## src/rtl/alu_pkg.sv

```systemverilog
// Shared definitions for the execute-stage ALU issue controller: ALU control
// codes, opcode/funct encodings, FSM state and the decoded-instruction bundle.
package alu_pkg;

    localparam logic [3:0] ALU_ADD  = 4'd0;
    localparam logic [3:0] ALU_SUB  = 4'd1;
    localparam logic [3:0] ALU_AND  = 4'd2;
    localparam logic [3:0] ALU_OR   = 4'd3;
    localparam logic [3:0] ALU_SLL  = 4'd4;
    localparam logic [3:0] ALU_SRL  = 4'd5;
    localparam logic [3:0] ALU_SLT  = 4'd6;
    localparam logic [3:0] ALU_BEQ  = 4'd7;
    localparam logic [3:0] ALU_BNE  = 4'd8;
    localparam logic [3:0] ALU_BGT  = 4'd9;
    localparam logic [3:0] ALU_BGTE = 4'd10;
    localparam logic [3:0] ALU_BLE  = 4'd11;
    localparam logic [3:0] ALU_BLEQ = 4'd12;

    localparam logic [5:0] OP_RTYPE = 6'h00;
    localparam logic [5:0] OP_BEQ   = 6'h04;
    localparam logic [5:0] OP_BNE   = 6'h05;
    localparam logic [5:0] OP_BGT   = 6'h06;
    localparam logic [5:0] OP_BGTE  = 6'h07;
    localparam logic [5:0] OP_ADDI  = 6'h08;
    localparam logic [5:0] OP_SLTI  = 6'h0A;
    localparam logic [5:0] OP_ANDI  = 6'h0C;
    localparam logic [5:0] OP_ORI   = 6'h0D;
    localparam logic [5:0] OP_BLE   = 6'h14;
    localparam logic [5:0] OP_BLEQ  = 6'h15;
    localparam logic [5:0] OP_LW    = 6'h23;
    localparam logic [5:0] OP_SW    = 6'h2B;

    localparam logic [5:0] FN_SLL = 6'h00;
    localparam logic [5:0] FN_SRL = 6'h02;
    localparam logic [5:0] FN_ADD = 6'h20;
    localparam logic [5:0] FN_SUB = 6'h22;
    localparam logic [5:0] FN_AND = 6'h24;
    localparam logic [5:0] FN_OR  = 6'h25;
    localparam logic [5:0] FN_SLT = 6'h2A;

    typedef enum logic [1:0] {
        IDLE = 2'd0,
        EXEC = 2'd1,
        RESP = 2'd2
    } state_e;

    typedef struct packed {
        logic [3:0] ctrl;
        logic       use_imm;
        logic       sign_ext;
        logic       is_branch;
        logic       is_shift;
        logic       illegal;
    } decode_t;

endpackage

```

## src/rtl/alu_op_decode.sv

```systemverilog
// Combinational opcode/funct decoder: ALU control code, immediate selection
// and extension mode, branch/shift classification and illegal detection.
module alu_op_decode
    import alu_pkg::*;
(
    input  logic [5:0] opcode,
    input  logic [5:0] funct,
    output decode_t    dec
);

    always_comb begin
        // NOTE: every field gets a default before the case so no path leaves a latch.
        dec = '0;
        case (opcode)
            OP_RTYPE: begin
                case (funct)
                    FN_ADD:  dec.ctrl = ALU_ADD;
                    FN_SUB:  dec.ctrl = ALU_SUB;
                    FN_AND:  dec.ctrl = ALU_AND;
                    FN_OR:   dec.ctrl = ALU_OR;
                    FN_SLT:  dec.ctrl = ALU_SLT;
                    FN_SLL:  begin dec.ctrl = ALU_SLL; dec.is_shift = 1'b1; end
                    FN_SRL:  begin dec.ctrl = ALU_SRL; dec.is_shift = 1'b1; end
                    default: dec.illegal = 1'b1;
                endcase
            end
            OP_ADDI, OP_LW, OP_SW: begin
                dec.ctrl     = ALU_ADD;
                dec.use_imm  = 1'b1;
                dec.sign_ext = 1'b1;
            end
            OP_SLTI: begin
                dec.ctrl     = ALU_SLT;
                dec.use_imm  = 1'b1;
                dec.sign_ext = 1'b1;
            end
            OP_ANDI: begin dec.ctrl = ALU_AND; dec.use_imm = 1'b1; end
            OP_ORI:  begin dec.ctrl = ALU_OR;  dec.use_imm = 1'b1; end
            OP_BEQ:  begin dec.ctrl = ALU_BEQ;  dec.is_branch = 1'b1; end
            OP_BNE:  begin dec.ctrl = ALU_BNE;  dec.is_branch = 1'b1; end
            OP_BGT:  begin dec.ctrl = ALU_BGT;  dec.is_branch = 1'b1; end
            OP_BGTE: begin dec.ctrl = ALU_BGTE; dec.is_branch = 1'b1; end
            OP_BLE:  begin dec.ctrl = ALU_BLE;  dec.is_branch = 1'b1; end
            OP_BLEQ: begin dec.ctrl = ALU_BLEQ; dec.is_branch = 1'b1; end
            default: dec.illegal = 1'b1;
        endcase
    end

endmodule

```

## src/rtl/alu_issue_ctrl.sv

```systemverilog
// Execute-stage ALU issue controller: accepts a decoded instruction, drives the
// external ALU from registered operands for one cycle, and returns the result.
module alu_issue_ctrl
    import alu_pkg::*;
#(
    parameter int DW  = 32,
    parameter int SHW = 5,
    parameter int CW  = 4
) (
    input  logic           clk,
    input  logic           rst_n,
    input  logic           req_valid,
    output logic           req_ready,
    input  logic [5:0]     req_opcode,
    input  logic [5:0]     req_funct,
    input  logic [SHW-1:0] req_shamt,
    input  logic [DW-1:0]  req_rs,
    input  logic [DW-1:0]  req_rt,
    input  logic [15:0]    req_imm,
    input  logic [DW-1:0]  req_pc,
    output logic [DW-1:0]  alu_in1,
    output logic [DW-1:0]  alu_in2,
    output logic [SHW-1:0] alu_shamt,
    output logic [CW-1:0]  alu_ctrl,
    input  logic [DW-1:0]  alu_out,
    input  logic           alu_zero,
    output logic           rsp_valid,
    input  logic           rsp_ready,
    output logic [DW-1:0]  rsp_result,
    output logic           rsp_zero,
    output logic           rsp_branch,
    output logic           rsp_taken,
    output logic [DW-1:0]  rsp_target,
    output logic           rsp_err
);

    state_e         state_q, state_d;
    logic [DW-1:0]  alu_in1_q, alu_in1_d;
    logic [DW-1:0]  alu_in2_q, alu_in2_d;
    logic [SHW-1:0] alu_shamt_q, alu_shamt_d;
    logic [CW-1:0]  alu_ctrl_q, alu_ctrl_d;
    logic           branch_q, branch_d;
    logic [DW-1:0]  pc_q, pc_d;
    logic [15:0]    imm_q, imm_d;
    logic [DW-1:0]  rsp_result_q, rsp_result_d;
    logic [DW-1:0]  rsp_target_q, rsp_target_d;
    logic           rsp_zero_q, rsp_zero_d;
    logic           rsp_branch_q, rsp_branch_d;
    logic           rsp_err_q, rsp_err_d;

    decode_t        dec;
    logic [DW-1:0]  ext_imm;
    logic [DW-1:0]  branch_off;

    alu_op_decode u_decode (
        .opcode (req_opcode),
        .funct  (req_funct),
        .dec    (dec)
    );

    assign ext_imm    = dec.sign_ext ? {{(DW-16){req_imm[15]}}, req_imm}
                                     : {{(DW-16){1'b0}}, req_imm};
    assign branch_off = {{(DW-18){imm_q[15]}}, imm_q, 2'b00};

    always_comb begin
        state_d      = state_q;
        alu_in1_d    = alu_in1_q;
        alu_in2_d    = alu_in2_q;
        alu_shamt_d  = alu_shamt_q;
        alu_ctrl_d   = alu_ctrl_q;
        branch_d     = branch_q;
        pc_d         = pc_q;
        imm_d        = imm_q;
        rsp_result_d = rsp_result_q;
        rsp_target_d = rsp_target_q;
        rsp_zero_d   = rsp_zero_q;
        rsp_branch_d = rsp_branch_q;
        rsp_err_d    = rsp_err_q;
        case (state_q)
            IDLE: begin
                if (req_valid) begin
                    if (dec.illegal) begin
                        // Illegal decode skips EXEC and leaves the ALU operands untouched.
                        state_d      = RESP;
                        rsp_err_d    = 1'b1;
                        rsp_result_d = '0;
                        rsp_zero_d   = 1'b0;
                        rsp_branch_d = 1'b0;
                        rsp_target_d = '0;
                    end else begin
                        state_d     = EXEC;
                        alu_ctrl_d  = CW'(dec.ctrl);
                        alu_in1_d   = dec.is_shift ? req_rt : req_rs;
                        alu_in2_d   = dec.use_imm ? ext_imm : req_rt;
                        alu_shamt_d = dec.is_shift ? req_shamt : '0;
                        branch_d    = dec.is_branch;
                        pc_d        = req_pc;
                        imm_d       = req_imm;
                    end
                end
            end
            EXEC: begin
                state_d      = RESP;
                rsp_result_d = alu_out;
                rsp_zero_d   = alu_zero;
                rsp_branch_d = branch_q;
                rsp_target_d = pc_q + DW'(4) + branch_off;
                rsp_err_d    = 1'b0;
            end
            RESP: begin
                if (rsp_ready) state_d = IDLE;
            end
            default: state_d = IDLE;
        endcase
    end

    // NOTE: sequential state uses non-blocking assignments only, so every flop samples pre-edge values.
    always_ff @(posedge clk or negedge rst_n) begin
        if (!rst_n) begin
            state_q      <= IDLE;
            alu_in1_q    <= '0;
            alu_in2_q    <= '0;
            alu_shamt_q  <= '0;
            alu_ctrl_q   <= '0;
            branch_q     <= 1'b0;
            pc_q         <= '0;
            imm_q        <= '0;
            rsp_result_q <= '0;
            rsp_target_q <= '0;
            rsp_zero_q   <= 1'b0;
            rsp_branch_q <= 1'b0;
            rsp_err_q    <= 1'b0;
        end else begin
            state_q      <= state_d;
            alu_in1_q    <= alu_in1_d;
            alu_in2_q    <= alu_in2_d;
            alu_shamt_q  <= alu_shamt_d;
            alu_ctrl_q   <= alu_ctrl_d;
            branch_q     <= branch_d;
            pc_q         <= pc_d;
            imm_q        <= imm_d;
            rsp_result_q <= rsp_result_d;
            rsp_target_q <= rsp_target_d;
            rsp_zero_q   <= rsp_zero_d;
            rsp_branch_q <= rsp_branch_d;
            rsp_err_q    <= rsp_err_d;
        end
    end

    assign req_ready  = (state_q == IDLE);
    assign rsp_valid  = (state_q == RESP);
    assign alu_in1    = alu_in1_q;
    assign alu_in2    = alu_in2_q;
    assign alu_shamt  = alu_shamt_q;
    assign alu_ctrl   = alu_ctrl_q;
    assign rsp_result = rsp_result_q;
    assign rsp_zero   = rsp_zero_q;
    assign rsp_branch = rsp_branch_q;
    assign rsp_taken  = rsp_branch_q & rsp_zero_q;
    assign rsp_target = rsp_target_q;
    assign rsp_err    = rsp_err_q;

endmodule

```

## config.mk

```make
export PLATFORM = sky130hd
export DESIGN_NAME = alu_issue_ctrl
export DESIGN_NICKNAME = d
export VERILOG_FILES = /design/src/rtl/alu_pkg.sv /design/src/rtl/alu_op_decode.sv /design/src/rtl/alu_issue_ctrl.sv
export SDC_FILE = /design/constraint.sdc
export NUM_CORES = 1
export LEC_CHECK = 0
export ABC_CLOCK_PERIOD_IN_PS = 3900
export CAP_MARGIN = 20
export CORE_ASPECT_RATIO = 1.5
export CORE_MARGIN = 8
export CORE_UTILIZATION = 47
export CTS_CLUSTER_SIZE = 16
export DETAILED_ROUTE_END_ITERATION = 10
export PLACE_DENSITY = 0.89
export SLEW_MARGIN = 15
export SYNTH_ARGS = -nofsm -noshare
export SYNTH_HDL_FRONTEND = slang
export SYNTH_SLANG_ARGS = --single-unit
```

## constraint.sdc

```tcl
create_clock -name clk -period 3.9 [get_ports clk]
set_input_delay 0.585 -clock clk [delete_from_list [all_inputs] [get_ports clk]]
set_output_delay 0.585 -clock clk [all_outputs]
set_load 0.01 [all_outputs]
```

# == Word-level counts from Yosys, hierarchy flattened ==
# Index checks and enable logic that the tools add are counted.
# op_classes
n_lt_le_gt_ge,0
n_bitwise,2
n_addsub,2
eq_ne,23
mul,0
div_mod_pow,0
n_mux,28
n_reduce_logical,13
shifts,0
# ops
operator,count
$mux W32,5
$pmux W32 S2,2
$eq A6 B6 Y1 const B,7
$pmux W4 S10,1
$add A32 B3 Y32 const B,1
$add A32 B32 Y32,1
$eq A6 B3 Y1 const B,4
$eq A6 B4 Y1 const B,4
$pmux W3 S6,1
$eq A6 B5 Y1 const B,2
$logic_not A6 Y1,2
$reduce_or A12 Y1,1
$reduce_or A6 Y1,2
$mux W1,10
$pmux W1 S2,4
$reduce_or A7 Y1,1
$eq A6 B2 Y1 const B,1
$mux W2,3
$pmux W2 S3,1
$reduce_and A3 Y1,2
$mux W5,1
$ne A2 B1 Y1 const B,2
$reduce_or A4 Y1,1
$eq A2 B1 Y1 const B,1
other kinds (8),8
# totals
memories,0
romBits,0
ramBits,0
latch_bits,0
elab_cells,81
output_inout_bits,143
inputBits,166
reg_bits,191

# == Logic depth before layout (Yosys ltp) ==
# logic_depth
word_depth,7
ltp_mapped,13
depth_no_buf,13

# == By module ==
# A second synthesis with hierarchy kept.
# unflattened
cells_unflattened,890
hier_area_um2,9850.7
# by_module_without_submodules
mod,seq_area_each_um2,area_per_inst_um2,cells_per_inst,n_inst
alu_issue_ctrl,4779.6,9481.6,837,1
alu_op_decode,0.0,369.1,53,1

# == Worst setup path after synthesis ==
# Ideal clock, no wire load.
# synth_timing
path_type,flip-flop to flip-flop
startpoint,register pc_q[3]
endpoint,register rsp_target_q[27] (netlist: rsp_target[27])
path_slack_ps,990
setup_ps,69
path_stages_with_launch,12
synth_period_minus_slack_ps,2910
n_path_buf,0
arrival_time_ps,2841
path_cell_list,dfrtp_1 -> ha_1 -> ha_1 -> inv_1 -> fa_1 -> nor2b_1 -> o2111ai_1 -> a31o_2 -> a2111oi_0 -> nor3_1 -> or4_1 -> nand3_1
# synth_via
elab_chain_cells,3
# synth_lines
element,line_no,text
start: declaration,alu_issue_ctrl.sv:43,"logic [DW-1:0] pc_q, pc_d;"
start signal: assignment,alu_issue_ctrl.sv:140,pc_q <= pc_d;
$add A32 B3 Y32,alu_issue_ctrl.sv:107,rsp_target_d = pc_q + DW'(4) + branch_off;
$add A32 B32 Y32,alu_issue_ctrl.sv:107,
$pmux W32 S2,alu_issue_ctrl.sv:79,case (state_q)
end signal: assignment,alu_issue_ctrl.sv:143,rsp_target_q <= rsp_target_d;
end: declaration,alu_issue_ctrl.sv:46,"logic [DW-1:0] rsp_target_q, rsp_target_d;"
# Every way passes these cells.
# A chain may end at the register's enable or synchronous reset.

# == Final worst setup path ==
# layout_timing
startpoint,register imm_q[1]
endpoint,register rsp_target_q[27] (netlist: rsp_target[27])
# layout_via
elab_chain_cells,2
# layout_lines
element,line_no,text
start: declaration,alu_issue_ctrl.sv:44,"logic [15:0] imm_q, imm_d;"
start signal: assignment,alu_issue_ctrl.sv:141,imm_q <= imm_d;
$add A32 B32 Y32,alu_issue_ctrl.sv:107,
$pmux W32 S2,alu_issue_ctrl.sv:79,
# Every way passes these cells.

==> impl_metrics.env <==
export IMPL_status="finished, final reports clean"
export IMPL_hold_viol=0
export IMPL_pre_cts_ws_ps=451
export IMPL_drt_iter0_markers=587
export IMPL_synth_area_leader_cell="dfrtp_1"
export IMPL_via_per_inst=5.54
export IMPL_leakage_nw=6.54
export IMPL_switching_power_mw=4.08
export IMPL_peakVddDrop_mv=0.382
export IMPL_ys_flop_type="dfrtp_1"
export IMPL_synth_seq_cells=191
export IMPL_core_mm2=0.0209
export IMPL_ant_nets=0
export IMPL_ctsLongestPathBuffers=2
export IMPL_fp_dieW_um=135
export IMPL_seqPwrFrac_pct=29.9
export IMPL_dieArea_mm2=0.0261
export IMPL_p_sw_share_pct=38.7
export IMPL_final_cells=1505
export IMPL_dpl_instance_area_mm2=0.0133
export IMPL_postLayoutSetupSlackWorst_ps=570
export IMPL_rows=65
export IMPL_wl_per_cell_um=19.7
export IMPL_antenna_found_initial=3
export IMPL_finalClockSkew_ps=16.5
export IMPL_synth_warnings=0
export IMPL_worstSetupStartpointType="flip-flop"
export IMPL_ctsResizeCount=0
export IMPL_fin_crit_ps=3330
export IMPL_grt_pass1_vias=8765
export IMPL_syn_avg_cell_area_um2=10.6
export IMPL_power_share_combinational_pct=51.8
export IMPL_rsz0062_at_grt="no"
export IMPL_dr_pass1_iters=5
export IMPL_holdBufCountCts=0
export IMPL_finalInstanceArea_mm2=0.0139
export IMPL_ios=309
export IMPL_cts_root_buf="clkbuf_16"
export IMPL_finish_utilization_pct=66.6
export IMPL_critPathCaptureType="flip-flop"
export IMPL_crit_required_ps=4260
export IMPL_synth_top_area_share_pct=48.2
export IMPL_final_max_slew_viol_count=0
export IMPL_worstSetupPathType="flip-flop to flip-flop"
export IMPL_worst_path_most_repeated_cell="ha_1"
export IMPL_drive_above_1_share_pct=8.66
export IMPL_worst_ep_arrival_time_ps=3690
export IMPL_critPathMaxFanout=5
export IMPL_yosysMostFrequentCell="dfrtp_1"
export IMPL_async_flop_share_pct=100
export IMPL_worst_pin_slew_ps=1010
export IMPL_hold_path_class="input port to async pin"
export IMPL_syn_nets=1158
export IMPL_nNetsFinal=1446
export IMPL_grt_total_usage_pct=22.7
export IMPL_routed_wl_um=29600
export IMPL_synth_edf_count=0
export IMPL_die_h_um=194
export IMPL_place_gp_congestion=0.930
export IMPL_ys_seq_area_share_pct=48.2
export IMPL_post_dp_hpwl_um=22800
export IMPL_grt_pass1_wl_um=46700
export IMPL_route_vias_total=8341
export IMPL_maxCapViolCount=0
export IMPL_cts_tree="done"
export IMPL_cts_sinks=191
export IMPL_syn_area_mm2=0.00991
export IMPL_power_density_mw_per_mm2=758
export IMPL_htreeDepth=4
export IMPL_detail_route_drc_violations=0
export IMPL_numCtsBuffers=17
export IMPL_grt_max_degree=122
export IMPL_crit_chain="ha_1 > ha_1 > inv_1 > fa_1 > nor2b_1 > o2111ai_1 > a31o_2 > a2111oi_0 > nor3_1 > or4_1 > nand3_1"
export IMPL_ys_top_cells_by_count="dfrtp_1, nand2_1, o21ai_0, a21oi_1, ha_1"
export IMPL_relSlewSlack_pct=32.8
export IMPL_place_inst=1470
export IMPL_synthDistinctLibCells=62
export IMPL_fill_cells=1592
export IMPL_p_int_mw=6.47
export IMPL_tns_ps=0
export IMPL_grt_overflow_total=0
export IMPL_ys_top_cells_by_area="dfrtp_1, ha_1, o21ai_0"
export IMPL_finalCritPeriodShare_pct=85.4
export IMPL_clk_pin_slew_ps=80
export IMPL_fin_total_pwr_mw=10.5
export IMPL_post_cts_setup_buffers=0
export IMPL_setup_violations=0
export IMPL_start_util_pct=47.4
export IMPL_power_frac_clock_pct=18.3
export IMPL_clock_latency_ps=440
export IMPL_io_buffers=308
export IMPL_max_freq_mhz=300
export IMPL_cp_slowest_cell="or4_1"
export IMPL_syn_to_final_growth_pct=40.5
export IMPL_crit_path_max_incr_delay_ps=510
export IMPL_hold_ws_ps=227
export IMPL_synth_cells=934
[cell type report]
cell class	count	area, um2	area share [%]
multi-input combinational	667	4800	34.5
tap	268	335	2.41
clock inverter	12	204	1.46
antenna	2	5.00	0.0359
inverter	18	67.6	0.485
sequential	191	4780	34.3
clock buffer	20	447	3.21
timing repair buffer	327	3290	23.6
[flip-flops by register name (all words and copies together) (netlist names)]
| signal | cells |
|---|---|
| alu_in1 | 32 |
| alu_in2 | 32 |
| pc_q | 32 |
| rsp_result | 32 |
| rsp_target | 32 |
| imm_q | 16 |
| alu_shamt | 5 |
| alu_ctrl | 4 |
| state_q | 2 |
| branch_q | 1 |
| rsp_branch | 1 |
| rsp_err | 1 |
| rsp_zero | 1 |
[metal layers]
layer	global-route usage [%]	up-vias	share of wire, %
li1	-	3920	-
met1	24.7	4045	38
met2	39.4	306	52
met3	6.56	68	6.7
met4	10.9	2	3.6
met5	0	-	0.044
[power by group through the flow]
stage               Combinational [mW]  Sequential (mW)  Clock (mW)
finish                            5.46             3.15        1.93
global route                      6.00             3.23        2.04
CTS                               5.46             3.15        1.97
detailed placement                5.40             3.18           0
global placement                  5.26             3.14           0
floorplan                         3.13             3.29           0
[layout by cell type (no fill, tap or decap), types with 5 or more instances in the layout]
master and n:
clkdlybuf4s50_1 307, dfrtp_1 191, nand2_1 133, o21ai_0 111, ha_1 57, a21oi_1 56, mux2i_1 50, a22o_1 40
mux2_4 37, nor2_1 25, inv_1 18, nand3_1 18, clkbuf_16 17, buf_4 14, xor2_1 13, xnor2_1 12
mux2_2 10, a21o_1 8, nor3_1 7, a31oi_1 7, nand4_1 7, nor2b_1 5, o21ai_1 5, and3_1 5
bufinv_16 5
[logic make-up after synthesis]
logic type	Yosys count	share of synthesized area (%)
AO/OA/AOI/OAI	265	16.7
XOR/XNOR	25	2.21
adder cells (fa/ha/maj)	58	7.40
buffers and inverters	76	3.70
flip-flops	191	48.2
multiplexers	98	11.9
AND/OR/NAND/NOR	221	9.81
[worst max-delay path, delay by kind of cell, from the launching register on]
kind                       cells  cell delay (ps)
adders and majority gates      3              900
and+or+nand+nor                4              970
DFF                            1              400
AOI/OAI and AO/OA              3              940
buffers and inverters          1               70
[final timing paths]
path / start / slack (ps) / depth (start not counted) / end
max: imm_q[1] / 570 / 11 / rsp_target[27]
max in group asynchronous: rst_n / 2530 / 2 / rsp_result[20]
max reg2reg: imm_q[1] / 570 / 11 / rsp_target[27]
min in group clk: alu_in2[4] / 480 / 2 / alu_in2[4]
min: rst_n / 230 / 1 / alu_in2[14]
min reg2reg: alu_in2[4] / 480 / 2 / alu_in2[4]
Note: power is estimated with default switching activity, not from simulation.
